`src/rtl/sobel_window_ctrl.sv`:
```
// Sequencer for the Sobel line-buffer / 3x3 window datapath: raster position tracking,
// line-buffer write/shift strobes, interior-window qualification and consumer back-pressure.
module sobel_window_ctrl #(
  parameter int IMG_WIDTH  = 256,
  parameter int IMG_HEIGHT = 256,
  parameter int COL_W      = 8,
  parameter int ROW_W      = 8
) (
  input  logic             clk,
  input  logic             rst,
  input  logic             start,
  input  logic             in_valid,
  output logic             in_ready,
  input  logic             out_ready,
  output logic             lb_wr_en,
  output logic [COL_W-1:0] lb_addr,
  output logic             win_shift,
  output logic             win_valid,
  output logic [ROW_W-1:0] win_row,
  output logic [COL_W-1:0] win_col,
  output logic             busy,
  output logic             frame_done
);

  typedef enum logic [2:0] {
    IDLE,
    PRIME,
    STREAM,
    FLUSH,
    DONE
  } state_t;

  localparam logic [COL_W-1:0] COL_LAST = COL_W'(IMG_WIDTH - 1);
  localparam logic [ROW_W-1:0] ROW_LAST = ROW_W'(IMG_HEIGHT - 1);
  localparam logic [COL_W-1:0] COL_TWO  = COL_W'(2);
  localparam logic [ROW_W-1:0] ROW_ONE  = ROW_W'(1);
  localparam logic [ROW_W-1:0] ROW_TWO  = ROW_W'(2);

  state_t           state, state_nxt;
  logic [COL_W-1:0] col;
  logic [ROW_W-1:0] row;
  logic             accept;
  logic             row_end;
  logic             frame_end;
  logic             win_qual;

  // A pending window the consumer has not taken freezes the whole datapath.
  assign in_ready  = (state == PRIME) || ((state == STREAM) && !(win_valid && !out_ready));
  assign accept    = in_valid && in_ready;
  assign lb_wr_en  = accept;
  assign win_shift = accept;
  assign lb_addr   = col;

  assign row_end   = (col == COL_LAST);
  assign frame_end = row_end && (row == ROW_LAST);
  assign win_qual  = accept && (row >= ROW_TWO) && (col >= COL_TWO);

  always_ff @(posedge clk or negedge rst) begin
    if (!rst) state <= IDLE;
    else      state <= state_nxt;
  end

  always_comb begin
    state_nxt  = state;
    busy       = 1'b1;
    frame_done = 1'b0;
    case (state)
      IDLE: begin
        busy = 1'b0;
        if (start) state_nxt = PRIME;
      end
      PRIME: begin
        if (accept && row_end && (row == ROW_ONE)) state_nxt = STREAM;
      end
      STREAM: begin
        if (accept && frame_end) state_nxt = FLUSH;
      end
      FLUSH: begin
        if (!win_valid || out_ready) state_nxt = DONE;
      end
      DONE: begin
        frame_done = 1'b1;
        state_nxt  = IDLE;
      end
      default: state_nxt = IDLE;
    endcase
  end

  // Position counters freeze on the final pixel until the next start clears them.
  always_ff @(posedge clk or negedge rst) begin
    if (!rst) begin
      col <= '0;
      row <= '0;
    end else if ((state == IDLE) && start) begin
      col <= '0;
      row <= '0;
    end else if (accept && !frame_end) begin
      if (row_end) begin
        col <= '0;
        row <= row + ROW_ONE;
      end else begin
        col <= col + COL_W'(1);
      end
    end
  end

  // The window centre lags the newest pixel by one row and one column.
  always_ff @(posedge clk or negedge rst) begin
    if (!rst) begin
      win_valid <= 1'b0;
      win_row   <= '0;
      win_col   <= '0;
    end else if (win_qual) begin
      win_valid <= 1'b1;
      win_row   <= row - ROW_ONE;
      win_col   <= col - COL_W'(1);
    end else if (out_ready) begin
      win_valid <= 1'b0;
    end
  end

endmodule

```
`config.mk`:
```
export PLATFORM = sky130hd
export DESIGN_NAME = sobel_window_ctrl
export DESIGN_NICKNAME = d
export VERILOG_FILES = /design/src/rtl/sobel_window_ctrl.sv
export SDC_FILE = /design/constraint.sdc
export NUM_CORES = 1
export LEC_CHECK = 0
export ABC_AREA = 1
export CELL_PAD_IN_SITES_DETAIL_PLACEMENT = 1
export CELL_PAD_IN_SITES_GLOBAL_PLACEMENT = 1
export CORE_MARGIN = 5
export CORE_UTILIZATION = 35
export DETAILED_ROUTE_END_ITERATION = 6
export PLACE_DENSITY_LB_ADDON = 0.1
export SLEW_MARGIN = 10
export SYNTH_ARGS = -nofsm -noshare
export SYNTH_HDL_FRONTEND = slang
export SYNTH_SLANG_ARGS = --single-unit
```
`constraint.sdc`:
```
create_clock -name clk -period 2.65 [get_ports clk]
set_input_delay 0.795 -clock clk [delete_from_list [all_inputs] [get_ports clk]]
set_output_delay 0.795 -clock clk [all_outputs]
set_load 0.1 [all_outputs]
```
==> flow_summary.yaml <==
worst_setup_path:
  path_class: "in2out"
  critPathMaxFanout: 3
  cp.required_ns: 1.86
  critPathArrivalTime_ns: 1.64
  end_kind: "primary output"
  critPathLaunchType: "primary input"
clock_tree:
  clock-root-buffer: "clkbuf_8"
  insertion_delay_ns: 0.29
  htreeDepth: 2
  cts_buffer_depth: 2
  post_cts_buffers: 0
  cts_tree: "done"
  numCtsBuffers: 5
  clock_sinks: 36
  path_clk_slew_ns: 0.08
drt:
  post_drt_wl_per_cell_um: 15.1
  drcViolationCount: 0
  drtIter0Drc: 99
  vias: 1949
  ant_nets: 0
  routed_via_density: 4.92
  drt_wl_total_mm: 5.97
  dr.pass1.iters: 4
sta:
  clock_skew_ns: 0.00927
  maxSlewViolCount: 0
  fin_crit_sh_pct: 92.0
  hold_viol: 0
  tightest_slew_ns: 0.600
  relSlewSlack_pct: 60.0
  holdWs_ns: 0.474
  finalSetupViolCount: 0
  rsz0062_at_grt: "no"
  period_minus_slack_ns: 2.44
  fmax_mhz: 410
placed_design:
  hpwl_mm: 4.43
  io_buffers: 34
  gp_congestion: 0.810
  place_inst: 388
global_routing:
  grt_pass1_wl_mm: 10.2
  antenna_found_initial: 0
  grt_max_degree: 28
  grt_pass1_vias: 2064
  gr-total-overflow: 0
  grt.total_usage_pct: 16.7
min_path:
  hold_class: "reg2reg"
layout:
  stdcell_count: 396
  fin_nets: 332
  diodes: 0
  syn_to_final_growth_pct: 26.4
  fillers: 741
  layout-drive-gt1-share_pct: 24.9
floorplan:
  die_area_um2: 7910
  rows: 28
  die_x_um: 88.9
  die_h_um: 88.9
  ios: 35
  coreArea_um2: 5990
  initial_core_util_pct: 36.4
job:
  max_cap_violations: 0
logic_synthesis:
  ys_ff_latch: 36
  synth_mux_area_share_pct: 0
  synth_nets: 287
  synth_edf_count: 0
  synth_top_family_by_area: "simple AND/OR/NAND/NOR gates"
  synthArstFlopShare_pct: 100
  synthCells: 275
  yosysUniqueCellTypes: 27
  syn_area_per_cell_um2: 7.93
  syn_area_um2: 2180
  synth_compound_area_share_pct: 8.78
  synth_xor_area_share_pct: 6.02
  ys_seq_area_share_pct: 41.3
  yosys.area_share.simple_pct: 31.6
  ys_warn_count: 0
  ys.flop_type: "dfrtp_1"
  synthAdderAreaFrac_pct: 4.02
outcome:
  outcome: "complete, no violations"
==> path summary, 6_finish.rpt <==
check | start | end | slack, ns | depth (start not counted)
min in group asynchronous | rst | win_col[6] | 0.50 | 1
setup reg to reg | row[0] | win_row[4] | 0.77 | 10
setup / recovery | in_valid | lb_wr_en | 0.21 | 4
hold reg to reg | win_row[5] | win_row[5] | 0.47 | 2
max in group asynchronous | rst | win_col[5] | 1.51 | 2
hold / removal | win_row[5] | win_row[5] | 0.47 | 2
==> state kept, by name, summed over array words and instances, names as in the netlist <==
register and count:
lb_addr 8, row 8, win_col 8, win_row 8, state 3, win_valid 1
==> repair_timing <==
| item | in CTS | in global routing |
|---|---|---|
| hold buffers | 0 | 0 |
| setup endpoints to repair | 3 | 3 |
| gates resized for setup | 2 | 1 |
| pin swaps | 0 | 1 |
==> routing by layer <==
metal | track usage [%] | part of all wire [%] | up-vias
li1 | - | - | 977
met5 | 0 | 0 | -
met1 | 23.6 | 51 | 932
met4 | 4.47 | 0.99 | 0
met2 | 26.6 | 44 | 36
met3 | 2.95 | 3.9 | 4
==> synth_stat cells (4+ instances only) <==
cell type | n | area, µm²
o21ai_2 | 5 | 43.8
o21ai_0 | 12 | 60.1
inv_2 | 5 | 18.8
xor2_1 | 12 | 105
nor3_1 | 8 | 40.0
a21oi_1 | 4 | 20.0
nand4_1 | 12 | 75.1
nand2_1 | 66 | 248
nand3_1 | 23 | 115
o21ai_1 | 11 | 55.1
nand2_2 | 5 | 31.3
nor2_4 | 4 | 45.0
ha_1 | 7 | 87.6
nor2_1 | 20 | 75.1
dfrtp_1 | 36 | 901
inv_1 | 26 | 97.6
==> metrics by stage <==
step / utilization (%) / cell area, µm² / setup WS (ns) / TNS (ns)
after global placement: 44.0 / 2640 / -0.0238 / -0.0591
final: 46.0 / 2760 / 0.213 / 0
after CTS: 46.0 / 2750 / 0.0130 / 0
after floorplan: - / 2220 / 0.0445 / 0
after global routing: 46.0 / 2760 / 0.181 / 0
after detailed placement: 44.0 / 2640 / -0.0365 / -0.102
==> critical path, stage by stage <==
cell	delay [ns]
clkdlybuf4s50_1	0.53
nand2_4	0.09
inv_8	0.07
buf_12	0.16
==> area by class of cell <==
cell class	instances	area [µm²]	area share [%]
sequential	36	902	32.7
timing repair buffer	46	403	14.6
tap	75	93.8	3.40
clock buffer	5	68.8	2.50
multi-input combinational	200	1120	40.7
inverter	31	124	4.49
clock inverter	3	42.5	1.54
==> cell families after synthesis <==
| logic type | count (synthesis) |
|---|---|
| buffers and inverters | 39 |
| xor gates and xnor gates | 15 |
| AOI/OAI and AO/OA | 33 |
| DFF | 36 |
| and+or+nand+nor | 145 |
| adders and majority gates | 7 |
==> cells in the final DEF (no fill, tap or decap), types with 7 or more instances in the layout <==
cell type,count
ha_1,7
nand2_1,65
xor2_1,12
nor2_1,20
nand4_1,12
o21ai_0,12
dfrtp_1,35
o21ai_1,11
nor3_1,7
buf_4,38
inv_1,26
nand3_1,22
Power is not shown: default switching activity piles up to over one toggle a cycle in this logic, so the estimate is an artifact.
